--- config.mk ---
export PLATFORM = sky130hd
export DESIGN_NAME = pcs_block_lock_flat
export DESIGN_NICKNAME = d
export VERILOG_FILES = /design/src/rtl/pcs_block_lock_if.sv /design/src/rtl/pcs_block_lock.sv /design/src/flat_wrapper.sv
export SDC_FILE = /design/constraint.sdc
export NUM_CORES = 1
export LEC_CHECK = 0
export ABC_AREA = 1
export CORE_ASPECT_RATIO = 1.2
export CORE_MARGIN = 2
export CORE_UTILIZATION = 40
export DETAILED_ROUTE_END_ITERATION = 10
export GPL_TIMING_DRIVEN = 0
export PLACE_DENSITY = 0.67
export REMOVE_ABC_BUFFERS = 1
export SLEW_MARGIN = 10
export SYNTH_ARGS = -nofsm -noshare
export SYNTH_HDL_FRONTEND = slang
export SYNTH_SLANG_ARGS = --single-unit
--- constraint.sdc ---
create_clock -name clk -period 2.6 [get_ports clk]
set_input_delay 0.65 -clock clk [delete_from_list [all_inputs] [get_ports clk]]
set_output_delay 0.65 -clock clk [all_outputs]
set_load 0.02 [all_outputs]
--- src/rtl/pcs_block_lock_if.sv ---
// pcs_block_lock_if
//   Bundles the per-lane sync-header stream from the gearbox and the
//   lock/slip status returned by the block-lock controller.
//
//   valid_i    [LANE_N]         header valid, bit x qualifies head_i lane x
//   head_i     [LANE_N*HEAD_W]  per-lane 2-bit sync header
//   slip_o     [LANE_N]         one-cycle gearbox bit-slip request
//   lock_o     [LANE_N]         per-lane block_lock
//   lock_all_o                  AND of all lock_o bits
//
//   master: gearbox / deskew side (drives headers, receives status)
//   slave : block-lock controller
interface pcs_block_lock_if #(
    parameter int LANE_N = 4,
    parameter int HEAD_W = 2
);
    logic [LANE_N-1:0]        valid_i;
    logic [LANE_N*HEAD_W-1:0] head_i;
    logic [LANE_N-1:0]        slip_o;
    logic [LANE_N-1:0]        lock_o;
    logic                     lock_all_o;

    modport master (
        output valid_i,
        output head_i,
        input  slip_o,
        input  lock_o,
        input  lock_all_o
    );

    modport slave (
        input  valid_i,
        input  head_i,
        output slip_o,
        output lock_o,
        output lock_all_o
    );
endinterface

--- src/rtl/pcs_block_lock.sv ---
// pcs_block_lock
//   Per-lane 66b block-lock controller for the 10G/40GBASE-R receive path.
//   Each lane watches its sync headers, requests a gearbox bit-slip on a bad
//   header while searching, declares lock after SH_CNT_MAX consecutive good
//   headers, and drops lock when SH_INVLD_MAX bad headers land in one window.
//   Lanes are independent; only lock_all_o combines them.
//
//   clk     PCS clock
//   nreset  asynchronous active-low reset
//   bus     pcs_block_lock_if.slave (valid_i, head_i, slip_o, lock_o, lock_all_o)
//
// state       | meaning
// ------------+----------------------------------------------------------
// ST_SEARCH   | counting consecutive good headers toward lock
// ST_LOCKED   | block_lock asserted, counting bad headers per window
// ST_SLIP     | slip issued on entry, headers ignored while gearbox settles
module pcs_block_lock #(
    parameter int LANE_N       = 4,
    parameter int HEAD_W       = 2,
    parameter int SH_CNT_MAX   = 64,
    parameter int SH_INVLD_MAX = 16,
    parameter int SLIP_WAIT_N  = 4
) (
    input  logic              clk,
    input  logic              nreset,
    pcs_block_lock_if.slave   bus
);

    localparam logic [1:0] ST_SEARCH = 2'd0;
    localparam logic [1:0] ST_LOCKED = 2'd1;
    localparam logic [1:0] ST_SLIP   = 2'd2;

    localparam logic [6:0]        SH_MAX    = 7'(SH_CNT_MAX);
    localparam logic [4:0]        INVLD_MAX = 5'(SH_INVLD_MAX);
    // Wait timer is a down-counter; loading N-1 gives exactly N cycles in SLIP.
    localparam logic [3:0]        WAIT_LOAD = 4'(SLIP_WAIT_N - 1);
    localparam logic [HEAD_W-1:0] HEAD_01   = HEAD_W'(1);
    localparam logic [HEAD_W-1:0] HEAD_10   = HEAD_W'(2);

    logic [LANE_N-1:0] slip_v;
    logic [LANE_N-1:0] lock_v;

    for (genvar g = 0; g < LANE_N; g++) begin : g_lane
        logic [1:0]        state_q, state_d;
        logic [6:0]        sh_cnt_q, sh_cnt_d;
        logic [4:0]        invld_cnt_q, invld_cnt_d;
        logic [3:0]        wait_cnt_q, wait_cnt_d;
        logic              slip_q, slip_d;
        logic              lock_q, lock_d;
        logic [HEAD_W-1:0] head;
        logic              hdr_ok;
        logic              hdr_vld;
        logic [6:0]        sh_inc;
        logic [4:0]        invld_inc;

        assign head      = bus.head_i[g*HEAD_W +: HEAD_W];
        assign hdr_vld   = bus.valid_i[g];
        assign hdr_ok    = (head == HEAD_01) || (head == HEAD_10);
        assign sh_inc    = sh_cnt_q + 7'd1;
        assign invld_inc = invld_cnt_q + {4'd0, ~hdr_ok};

        always_comb begin
            state_d     = state_q;
            sh_cnt_d    = sh_cnt_q;
            invld_cnt_d = invld_cnt_q;
            wait_cnt_d  = wait_cnt_q;
            slip_d      = 1'b0;

            case (state_q)
                ST_SEARCH: begin
                    if (hdr_vld) begin
                        if (!hdr_ok) begin
                            state_d     = ST_SLIP;
                            slip_d      = 1'b1;
                            sh_cnt_d    = '0;
                            invld_cnt_d = '0;
                            wait_cnt_d  = WAIT_LOAD;
                        end else if (sh_inc == SH_MAX) begin
                            state_d  = ST_LOCKED;
                            sh_cnt_d = '0;
                        end else begin
                            sh_cnt_d = sh_inc;
                        end
                    end
                end
                ST_LOCKED: begin
                    if (hdr_vld) begin
                        // Loss of lock is tested first so it wins over the
                        // window-end clear on the same header.
                        if (!hdr_ok && (invld_inc == INVLD_MAX)) begin
                            state_d     = ST_SLIP;
                            slip_d      = 1'b1;
                            sh_cnt_d    = '0;
                            invld_cnt_d = '0;
                            wait_cnt_d  = WAIT_LOAD;
                        end else if (sh_inc == SH_MAX) begin
                            sh_cnt_d    = '0;
                            invld_cnt_d = '0;
                        end else begin
                            sh_cnt_d    = sh_inc;
                            invld_cnt_d = invld_inc;
                        end
                    end
                end
                ST_SLIP: begin
                    if (wait_cnt_q == 4'd0) begin
                        state_d     = ST_SEARCH;
                        sh_cnt_d    = '0;
                        invld_cnt_d = '0;
                    end else begin
                        wait_cnt_d = wait_cnt_q - 4'd1;
                    end
                end
                default: begin
                    state_d     = ST_SEARCH;
                    sh_cnt_d    = '0;
                    invld_cnt_d = '0;
                    wait_cnt_d  = '0;
                end
            endcase
        end

        assign lock_d = (state_d == ST_LOCKED);

        always_ff @(posedge clk or negedge nreset) begin
            if (!nreset) begin
                state_q     <= ST_SEARCH;
                sh_cnt_q    <= '0;
                invld_cnt_q <= '0;
                wait_cnt_q  <= '0;
                slip_q      <= 1'b0;
                lock_q      <= 1'b0;
            end else begin
                state_q     <= state_d;
                sh_cnt_q    <= sh_cnt_d;
                invld_cnt_q <= invld_cnt_d;
                wait_cnt_q  <= wait_cnt_d;
                slip_q      <= slip_d;
                lock_q      <= lock_d;
            end
        end

        assign slip_v[g] = slip_q;
        assign lock_v[g] = lock_q;
    end

    assign bus.slip_o     = slip_v;
    assign bus.lock_o     = lock_v;
    assign bus.lock_all_o = &lock_v;

endmodule

--- src/flat_wrapper.sv ---
// flat-port wrapper written by rule: the top's interface ports become plain ports
module pcs_block_lock_flat 
#(
    parameter int LANE_N       = 4,
    parameter int HEAD_W       = 2,
    parameter int SH_CNT_MAX   = 64,
    parameter int SH_INVLD_MAX = 16,
    parameter int SLIP_WAIT_N  = 4
)
  (clk, nreset, bus_valid_i, bus_head_i, bus_slip_o, bus_lock_o, bus_lock_all_o);
  pcs_block_lock_if #(.LANE_N(LANE_N), .HEAD_W(HEAD_W)) bus_i ();
  input  logic clk;
  input  logic nreset;
  input wire logic [$bits(bus_i.valid_i)-1:0] bus_valid_i;
  input wire logic [$bits(bus_i.head_i)-1:0] bus_head_i;
  output wire logic [$bits(bus_i.slip_o)-1:0] bus_slip_o;
  output wire logic [$bits(bus_i.lock_o)-1:0] bus_lock_o;
  output wire logic [$bits(bus_i.lock_all_o)-1:0] bus_lock_all_o;
  assign bus_i.valid_i = bus_valid_i;
  assign bus_i.head_i = bus_head_i;
  assign bus_slip_o = bus_i.slip_o;
  assign bus_lock_o = bus_i.lock_o;
  assign bus_lock_all_o = bus_i.lock_all_o;
  pcs_block_lock #(.LANE_N(LANE_N), .HEAD_W(HEAD_W), .SH_CNT_MAX(SH_CNT_MAX), .SH_INVLD_MAX(SH_INVLD_MAX), .SLIP_WAIT_N(SLIP_WAIT_N)) u_core (.clk(clk), .nreset(nreset), .bus(bus_i));
endmodule
==> Word level (Yosys, flattened, before mapping) <==
Index checks and enable logic that the tools add are counted.
{ "op_classes": {"addsub": 12, "eq_ne": 52, "muxes": 128, "bitwise": 4, "reduce_logical": 33} }
{ "op_table": {"columns": ["operator", "n"], "rows": [
  ["two-way mux 7 bit", 24],
  ["two-way mux 5 bit", 24],
  ["case mux 7 bit (3 select lines)", 4],
  ["two-way mux 4 bit", 20],
  ["case mux 5 bit (3 select lines)", 4],
  ["two-way mux 2 bit", 24],
  ["case mux 4 bit (3 select lines)", 4],
  ["!= test 2 bit (second input constant)", 16],
  ["adder 7 x 1 -> 7 bit (second input constant)", 4],
  ["== test 7 bit (second input constant)", 4],
  ["== test 2 x 1 -> 1 bit (second input constant)", 12],
  ["case mux 2 bit (3 select lines)", 4],
  ["adder 5 x 1 -> 5 bit", 4],
  ["== test 5 bit (second input constant)", 4],
  ["AND reduction 4 bit", 5],
  ["AND reduction 5 bit", 4],
  ["== test 2 bit (second input constant)", 8],
  ["zero test 4 bit", 4],
  ["two-way mux 1 bit", 16],
  ["!= test 2 x 1 -> 1 bit (second input constant)", 8],
  ["subtractor 4 x 1 -> 4 bit (second input constant)", 4],
  ["AND reduction 3 bit", 4],
  ["zero test 2 bit", 4],
  ["case mux 1 bit (2 select lines)", 4],
  ["4 further kinds", 16]
]} }
{ "totals": {"regBits": 80, "inputBits": 14, "output_inout_bits": 9, "wordCells": 253} }

==> Logic depth before layout (Yosys ltp) <==
Gate-level depths: netlist (run 1).
{ "depth": {"depth_word": 10, "ltp_mapped": 16, "depth_no_buf": 16} }

==> Worst setup path after synthesis (run 1) <==
OpenSTA, ideal clock, no wires.
{ "synth_timing": {"path_kind": "input to register", "startpoint": "in bus_head_i[1]", "endpoint": "reg u_core.g_lane[0].sh_cnt_q[2]", "setup_time_ns": 0.116, "arrival_time_ns": 2.172, "required_time_ns": 2.484, "path_slack_ns": 0.311, "path_stages": 15, "n_path_buf": 0, "path_cell_list": "inv_1 -> nand2_1 -> and2_1 -> ha_1 -> ha_1 -> nor2_1 -> nand3_1 -> nor2_1 -> nand3_2 -> nand2_2 -> inv_2 -> nand2_1 -> nand2_1 -> nand2_1 -> nand2_1"} }
{ "synth_via": {"elab_chain_cells": 9, "word_cells_on_any_way": 13, "cone_classes": "1 x add/sub; 3 x eq/ne; 5 x mux; 1 x bitwise; 3 x reduce/logical"} }
{ "synth_rtl": {"columns": ["item", "line_no", "text"], "rows": [
  ["start, declared", "flat_wrapper.sv:15", "input wire logic [$bits(bus_i.head_i)-1:0] bus_head_i;"],
  ["== test 2 x 1 -> 1 bit / == test 2 bit (equally long branches)", "pcs_block_lock.sv:58", "assign hdr_ok = (head == HEAD_01) || (head == HEAD_10);"],
  ["logical OR 1 bit (*)", "pcs_block_lock.sv:58", null],
  ["NOT 1 bit", "pcs_block_lock.sv:60", "assign invld_inc = invld_cnt_q + {4'd0, ~hdr_ok};"],
  ["adder 5 x 1 -> 5 bit", "pcs_block_lock.sv:60", null],
  ["== test 5 bit", "pcs_block_lock.sv:90", "if (!hdr_ok && (invld_inc == INVLD_MAX)) begin"],
  ["logical AND 1 bit", "pcs_block_lock.sv:90", null],
  ["two-way mux 7 bit", "pcs_block_lock.sv:90", null],
  ["two-way mux 7 bit", "pcs_block_lock.sv:87", "if (hdr_vld) begin"],
  ["case mux 7 bit (3 select lines) (*)", "pcs_block_lock.sv:69", "case (state_q)"],
  ["end signal, assigned", "pcs_block_lock.sv:135", "sh_cnt_q <= sh_cnt_d;"],
  ["end, declared", "pcs_block_lock.sv:45", "logic [6:0] sh_cnt_q, sh_cnt_d;"]
]} }
Every way passes the cells marked *; elsewhere a longest branch is shown, timed or not. The select of a mux whose other input is x is not followed.
A chain may end at the register's enable or synchronous reset.

==> Final worst setup path (run 1) <==
{ "layout_timing": {"startpoint": "in bus_head_i[3]", "endpoint": "reg u_core.g_lane[1].sh_cnt_q[6]"} }
{ "layout_via": {"elab_chain_cells": 9, "word_cells_on_any_way": 13, "cone_classes": "1 x add/sub; 3 x eq/ne; 5 x mux; 1 x bitwise; 3 x reduce/logical"} }
{ "layout_rtl": {"columns": ["item", "line_no"], "rows": [
  ["== test 2 x 1 -> 1 bit / == test 2 bit (equally long branches)", "pcs_block_lock.sv:58"],
  ["logical OR 1 bit (*)", "pcs_block_lock.sv:58"],
  ["NOT 1 bit", "pcs_block_lock.sv:60"],
  ["adder 5 x 1 -> 5 bit", "pcs_block_lock.sv:60"],
  ["== test 5 bit", "pcs_block_lock.sv:90"],
  ["logical AND 1 bit", "pcs_block_lock.sv:90"],
  ["two-way mux 7 bit", "pcs_block_lock.sv:90"],
  ["two-way mux 7 bit", "pcs_block_lock.sv:87"],
  ["case mux 7 bit (3 select lines) (*)", "pcs_block_lock.sv:69"],
  ["end signal, assigned", "pcs_block_lock.sv:135"],
  ["end, declared", "pcs_block_lock.sv:45"]
]} }
Marked as above.

==> impl_metrics.tcl, run 1 <==
set metrics [dict create \
    place_hpwl_um 7670 \
    crit_start "bus_head_i[3]" \
    cts-buffers-inserted 9 \
    yosys_most_used_dff "dfrtp_1" \
    place_inst 867 \
    h-tree-depth 3 \
    pwr-share-comb_pct 35.0 \
    fin_crit_sh_pct 95.6 \
    fin_nets 749 \
    instances_no_fill 884 \
    max-vdd-ir-drop_mv 0.483 \
    antenna_found_initial 0 \
    setup_violations 0 \
    swShare_pct 38.8 \
    slowest_delay_ns 0.50 \
    cp_slowest_cell "clkdlybuf4s50_1" \
    hold_path_class "primary input to asynchronous set/reset pin" \
    worst_setup_path_start_kind "primary input" \
    syn_area_um2 5210 \
    clk_pin_slew_ns 0.06 \
    worst-path-buf-inv 2 \
    power_leakage_nw 3.01 \
    vias_per_cell 5.00 \
    total_power_mw 4.50 \
    worstPathArrival_ns 2.70 \
    clockBufferDepth 2 \
    synth_seq_cells 80 \
    max_freq_ghz 0.402 \
    first_pass_iters 6 \
    tritoncts "done" \
    cp_common_cell "nand2_4" \
    cp-end-kind "flip-flop" \
    grt.overflow.total 0 \
    chipHeight_um 129 \
    layout-drive-gt1-share_pct 15.6 \
    numPortBuffers 22 \
    synth_seq_area_share_pct 38.4 \
    critPathKind "primary input to flip-flop" \
    netlist.area_leader.share_pct 38.4 \
    period_needed_ns 2.49 \
    core-area_um2 12700 \
    die_w_um 108 \
    syn_area_per_cell_um2 7.51 \
    yosysWarnings 0 \
    grt_pass1_vias 4299 \
    powerDensity_nw_per_um2 753 \
    n_antenna_cell 0 \
    num_vias 4418 \
    synth_edf_count 0 \
    area_growth_syn_to_layout_pct 14.6 \
    synth_top_area_cell "dfrtp_1" \
    status "completed" \
    drc 0 \
    start_util_pct 41.1 \
    die-area_um2 14000 \
    routed_wl_um 10600 \
    drt_iter0_drc 180 \
    final-hold-violation-count 0 \
    r2r-start "u_core.g_lane[3].invld_cnt_q[0]$_DFFE_PN0P_" \
    clock-sinks 80 \
    ios 23 \
    skew_ns 0.00584 \
    fp-row-count 45 \
    synth_common_cells "nand2_1 (185), inv_1 (98), dfrtp_1 (80)" \
    worst_slew_pin_slew_ns 0.490 \
    finalWeightedCongestion 0.825 \
    grt_pass1_wl_um 18500 \
    ys_types 35 \
    p_int_mw 2.75 \
    slew_viol_final 0 \
    netlist_instances 693 \
    post_drt_wl_per_cell_um 11.9 \
    relSlewSlack_pct 67.3 \
    synthTopCellsByArea "dfrtp_1 (38%), nand2_1 (13%), inv_1 (7.1%)" \
    synth_most_common_cell "nand2_1" \
    synthArstFlopShare_pct 100 \
    path_cells "clkdlybuf4s50_1 -> inv_1 -> nand2_2 -> nand2_4 -> ha_4 -> ha_1 -> nor2_1 -> nand3_1 -> nor2_2 -> nand3_4 -> nand2_4 -> nand2_4 -> nand3_1 -> o21ai_0" \
    groute.usage.overall_pct 16.3 \
    critPathTopFamily "simple AND/OR/NAND/NOR gates" \
    ant_nets 0 \
    cts_root_buffer "clkbuf_16" \
    switchingPower_mw 1.75 \
    grt_max_degree 47 \
    clock_latency_ns 0.34 \
    crit_path_max_fanout 6 \
    crit_required_ns 2.82 \
    seqPwrFrac_pct 37.0 \
    maxCapViolations 0 \
    p_clk_share_pct 28.1 \
]
==> cells by family after synthesis <==
| group | count (synthesis) | synth area share (%) |
|---|---|---|
| AO/OA/AOI/OAI | 63 | 6.80 |
| XOR/XNOR | 13 | 2.33 |
| adder cells (fa/ha/maj) | 19 | 4.57 |
| buffers and inverters | 121 | 9.78 |
| flip-flops | 80 | 38.4 |
| AND/OR/NAND/NOR | 397 | 38.1 |
==> metal layers <==
layer	GRT usage (%)	vias up	wire, µm
met5	0	-	0
li1	-	2281	-
met3	2.68	13	260
met4	6.03	0	172
met1	20.0	2060	4770
met2	28.7	64	5360
==> power groups by stage <==
stage | sequential (mW) | clock, mW | combinational (mW)
final | 1.66 | 1.26 | 1.57
after global routing | 1.69 | 1.34 | 1.81
after CTS | 1.66 | 1.29 | 1.56
after detailed placement | 1.68 | 0 | 1.55
after global placement | 1.67 | 0 | 1.48
after floorplan | 1.64 | 0 | 1.18
==> cell type report <==
| class | count | area (µm²) |
|---|---|---|
| Fill cell | 1184 | 6700 |
| Multi-Input combinational cell | 492 | 2800 |
| Sequential cell | 80 | 2000 |
| Inverter | 108 | 405 |
| Timing Repair Buffer | 25 | 270 |
| Clock buffer | 11 | 243 |
| Tap cell | 164 | 205 |
| Clock inverter | 4 | 45.0 |
==> cell usage in the layout, fill, tap and decap left out, types with 2 or more instances in the layout <==
cell type        synthesis  routed
nand2_1                185     181
inv_1                   98      97
dfrtp_1                 80      80
nand3_1                 49      48
nor2_1                  50      48
nand4_1                 38      38
o21ai_0                 32      32
nand2_2                 26      25
o21ai_1                 19      19
clkdlybuf4s50_1          0      17
ha_1                    19      15
nor2_2                  10      12
inv_2                   10      11
nor2_4                  11      11
nand3_2                 10      10
clkbuf_16                0       9
xnor2_1                  7       7
nand2_4                  0       5
xor2_1                   5       5
nor3_1                   5       5
dlymetal6s2s_1           0       4
o21bai_1                 3       3
clkinv_2                 0       3
buf_4                    8       3
o21ai_2                  2       2
nor2_8                   2       2
a21oi_4                  1       2
nand3b_1                 2       2
o22ai_1                  2       2
nor3_2                   2       2
nand4_2                  3       2
nor4_1                   2       2
ha_4                     0       2
ha_2                     0       2
==> sequential cells by signal, summed over array words and instances, names as in the netlist <==
| name | count |
|---|---|
| u_core.g_lane.lock_q | 4 |
| u_core.g_lane.sh_cnt_q | 28 |
| u_core.g_lane.state_q | 8 |
| u_core.g_lane.invld_cnt_q | 20 |
| u_core.g_lane.wait_cnt_q | 16 |
| u_core.g_lane.slip_q | 4 |
==> per-stage QoR <==
stage	setup WS [ns]	hold WS (ns)	util [%]	instance area, µm²	setup TNS (ns)
floorplan	0.311	0.354	-	5100	0
global placement	-2.16	0.469	43.6	5530	-192.29
detailed placement	-0.427	0.473	43.8	5550	-24.32
CTS	0.0200	0.284	46.3	5860	0
global route	-0.0249	0.309	47.1	5970	-0.0401
finish	0.115	0.270	47.1	5970	0
==> final timing paths <==
| kind | to | slack (ns) | cells past startpoint |
|---|---|---|---|
| min in group clk | u_core.g_lane[2].wait_cnt_q[1]$_DFFE_PN0P_ | 0.48 | 2 |
| worst max-delay path | u_core.g_lane[1].sh_cnt_q[6]$_DFFE_PN0P_ | 0.11 | 14 |
| worst min-delay path | u_core.g_lane[3].slip_q$_DFF_PN0_ | 0.27 | 1 |
| worst max register to register | u_core.g_lane[3].wait_cnt_q[1]$_DFFE_PN0P_ | 0.65 | 10 |
| max in group asynchronous | u_core.g_lane[2].invld_cnt_q[1]$_DFFE_PN0P_ | 1.74 | 2 |
| worst min register to register | u_core.g_lane[2].wait_cnt_q[1]$_DFFE_PN0P_ | 0.48 | 2 |
==> what timing repair did <==
item / 4_1_cts / 5_1_grt
hold buffers: 0 / 0
gates resized for setup: 7 / 20
endpoints found under the hold margin: 0 / 0
pin swaps: 2 / 10
setup endpoints to repair: 26 / 45
buffers inserted: 1 / 1
No activity file was read; power rests on OpenSTA's default activity.
==> run 2: changes to the inputs <==
- CTS_CLUSTER_DIAMETER: default -> 100
- HOLD_SLACK_MARGIN: default -> 0.06
==> results of run 2 <==
The final DEF is identical to that of run 1; final timing and power are the same.
==> run 3: changes to the inputs <==
- CORE_MARGIN: 2 -> default
- PLACE_DENSITY: 0.67 -> 0.69
- clock period: 2.6 -> 2.1 ns (I/O delays scaled with it)
==> run 3 against run 2 <==
Effect of this change: cell count is 1.7% higher; count of clock-buffer cells in the layout unchanged; routed wire length fell by 1.1%; critical path depth increased by 2; die area fell by 3.4%; via count hardly changed; clock power is 25% higher; utilization rose by 1.5 points; largest power group unchanged.
==> impl_metrics.tcl, run 3 (synthesis gave the netlist of run 1 again) <==
set metrics [dict create \
    status "completed" \
    cp-end-kind "flip-flop" \
    skew_ns 0.00703 \
    critPathKind "primary input to flip-flop" \
    cts-buffers-inserted 9 \
    n_antenna_cell 0 \
    start_util_pct 41.1 \
    numPortBuffers 22 \
    fin_crit_sh_pct 99.9 \
    critPathTopFamily "simple AND/OR/NAND/NOR gates" \
    routed_wl_um 10400 \
    worstPathArrival_ns 2.32 \
    drt_iter0_drc 153 \
    ant_nets 0 \
    ios 23 \
    fill_cells 1209 \
    clock-sinks 80 \
    hold_path_class "primary input to asynchronous set/reset pin" \
    antenna_found_initial 0 \
    multi_input_area_um2 2900 \
    finalWorstSetupSlack_ns 0.00287 \
    first_pass_iters 4 \
    path_cells "dlygate4sd2_1 -> inv_1 -> nand2_1 -> and2_4 -> ha_4 -> ha_4 -> nor2_4 -> nand3_2 -> nor2_2 -> nand3_2 -> nand2_4 -> inv_4 -> nand2_2 -> nand2_2 -> nand2_2 -> nand2_1" \
    worst_setup_path_start_kind "primary input" \
    vias_per_cell 4.91 \
    post_drt_wl_per_cell_um 11.6 \
    drc 0 \
    finalWeightedCongestion 0.805 \
    setup_violations 0 \
    fp-row-count 45 \
    die_w_um 106 \
    layout-drive-gt1-share_pct 19.7 \
    maxCapViolations 0 \
    h-tree-depth 3 \
    pre_cts_slack_ns -0.775 \
    mostFrequentLayoutCell "nand2_1" \
    grt_pass1_wl_um 18300 \
    crit_required_ns 2.32 \
    slowest_delay_ns 0.26 \
    worst_slew_pin_slew_ns 0.534 \
    powerDensity_nw_per_um2 915 \
    cts_root_buffer "clkbuf_16" \
    groute.usage.overall_pct 16.6 \
    grt.overflow.total 0 \
    place_hpwl_um 7250 \
    clockBufferDepth 2 \
    grt_max_degree 43 \
    grt_pass1_vias 4321 \
    largest-register "u_core.g_lane.sh_cnt_q" \
    total_power_mw 5.63 \
    core-area_um2 12700 \
    chipHeight_um 127 \
    final-hold-violation-count 0 \
    clock_latency_ns 0.33 \
    fin_setup_tns_ns 0 \
    crit_path_max_fanout 4 \
    worst-path-buf-inv 3 \
    die-area_um2 13500 \
    tritoncts "done" \
    most-common-layout-cells "nand2_1 (175), inv_1 (97), dfrtp_1 (80), nand3_1 (47), nor2_1 (46)" \
    largest_reg_flops 28 \
    num_vias 4416 \
    cp_slowest_cell "dlygate4sd2_1" \
    relSlewSlack_pct 64.4 \
    regArea_um2 2000 \
    power_leakage_nw 3.09 \
    top_regs "u_core.g_lane.sh_cnt_q x28, u_core.g_lane.invld_cnt_q x20, u_core.g_lane.wait_cnt_q x16" \
    slew_viol_final 0 \
    area_growth_syn_to_layout_pct 18.3 \
    max_freq_ghz 0.477 \
    hold_buffers 0 \
    max-vdd-ir-drop_mv 0.590 \
    period_needed_ns 2.10 \
    fin_nets 765 \
    cp_common_cell "nand2_2" \
    clk_pin_slew_ns 0.05 \
]
run 3: worst paths after layout:
| check | startpoint | end | slack (ns) | depth (start not counted) |
|---|---|---|---|---|
| hold reg to reg | u_core.g_lane[2].wait_cnt_q[1]$_DFFE_PN0P_ | u_core.g_lane[2].wait_cnt_q[1]$_DFFE_PN0P_ | 0.48 | 2 |
| hold / removal | nreset | u_core.g_lane[3].sh_cnt_q[0]$_DFFE_PN0P_ | 0.17 | 1 |
| min in group clk | u_core.g_lane[2].wait_cnt_q[1]$_DFFE_PN0P_ | u_core.g_lane[2].wait_cnt_q[1]$_DFFE_PN0P_ | 0.48 | 2 |
| setup reg to reg | u_core.g_lane[2].invld_cnt_q[0]$_DFFE_PN0P_ | u_core.g_lane[2].lock_q$_DFF_PN0_ | 0.22 | 10 |
| max in group asynchronous | nreset | u_core.g_lane[3].wait_cnt_q[1]$_DFFE_PN0P_ | 1.32 | 2 |
| setup / recovery | bus_head_i[1] | u_core.g_lane[0].sh_cnt_q[2]$_DFFE_PN0P_ | 0.003 | 16 |
run 3: metal layers:
layer	track usage [%]	share of wire, %	vias to the layer above
met1	19.4	46	2063
met4	6.54	1.3	0
met5	0	0	-
met3	2.81	2.2	10
li1	-	-	2303
met2	30.0	50	40
run 3: where the power goes:
part | switching [mW] | internal (mW) | total [mW]
clock network | 0.605 | 0.970 | 1.57
logic | 1.29 | 0.713 | 2.01
registers | 0.272 | 1.78 | 2.05
run 3: cell type report:
type,count,area share [%]
Clock buffer,11,4.10
Inverter,108,6.66
Tap cell,164,3.33
Multi-Input combinational cell,492,47.1
Sequential cell,80,32.5
Clock inverter,3,0.691
Timing Repair Buffer,41,5.57
run 3: what timing repair did:
action / in CTS / in global routing
gates resized for setup: 33 / 34
hold endpoints to repair: 0 / 0
cloned: 0 / 0
endpoints found under the setup margin: 75 / 66
pin swaps: 24 / 29
buffers inserted: 13 / 5
run 3: through the flow:
stage,hold slack [ns],instances,util (%),instance area (µm²)
after global routing,0.198,899,48.6,6160
after detailed placement,0.470,867,43.8,5550
after CTS,0.181,894,47.8,6050
after global placement,0.468,866,43.6,5530
after floorplan,0.229,680,-,5100
final,0.170,899,48.6,6160
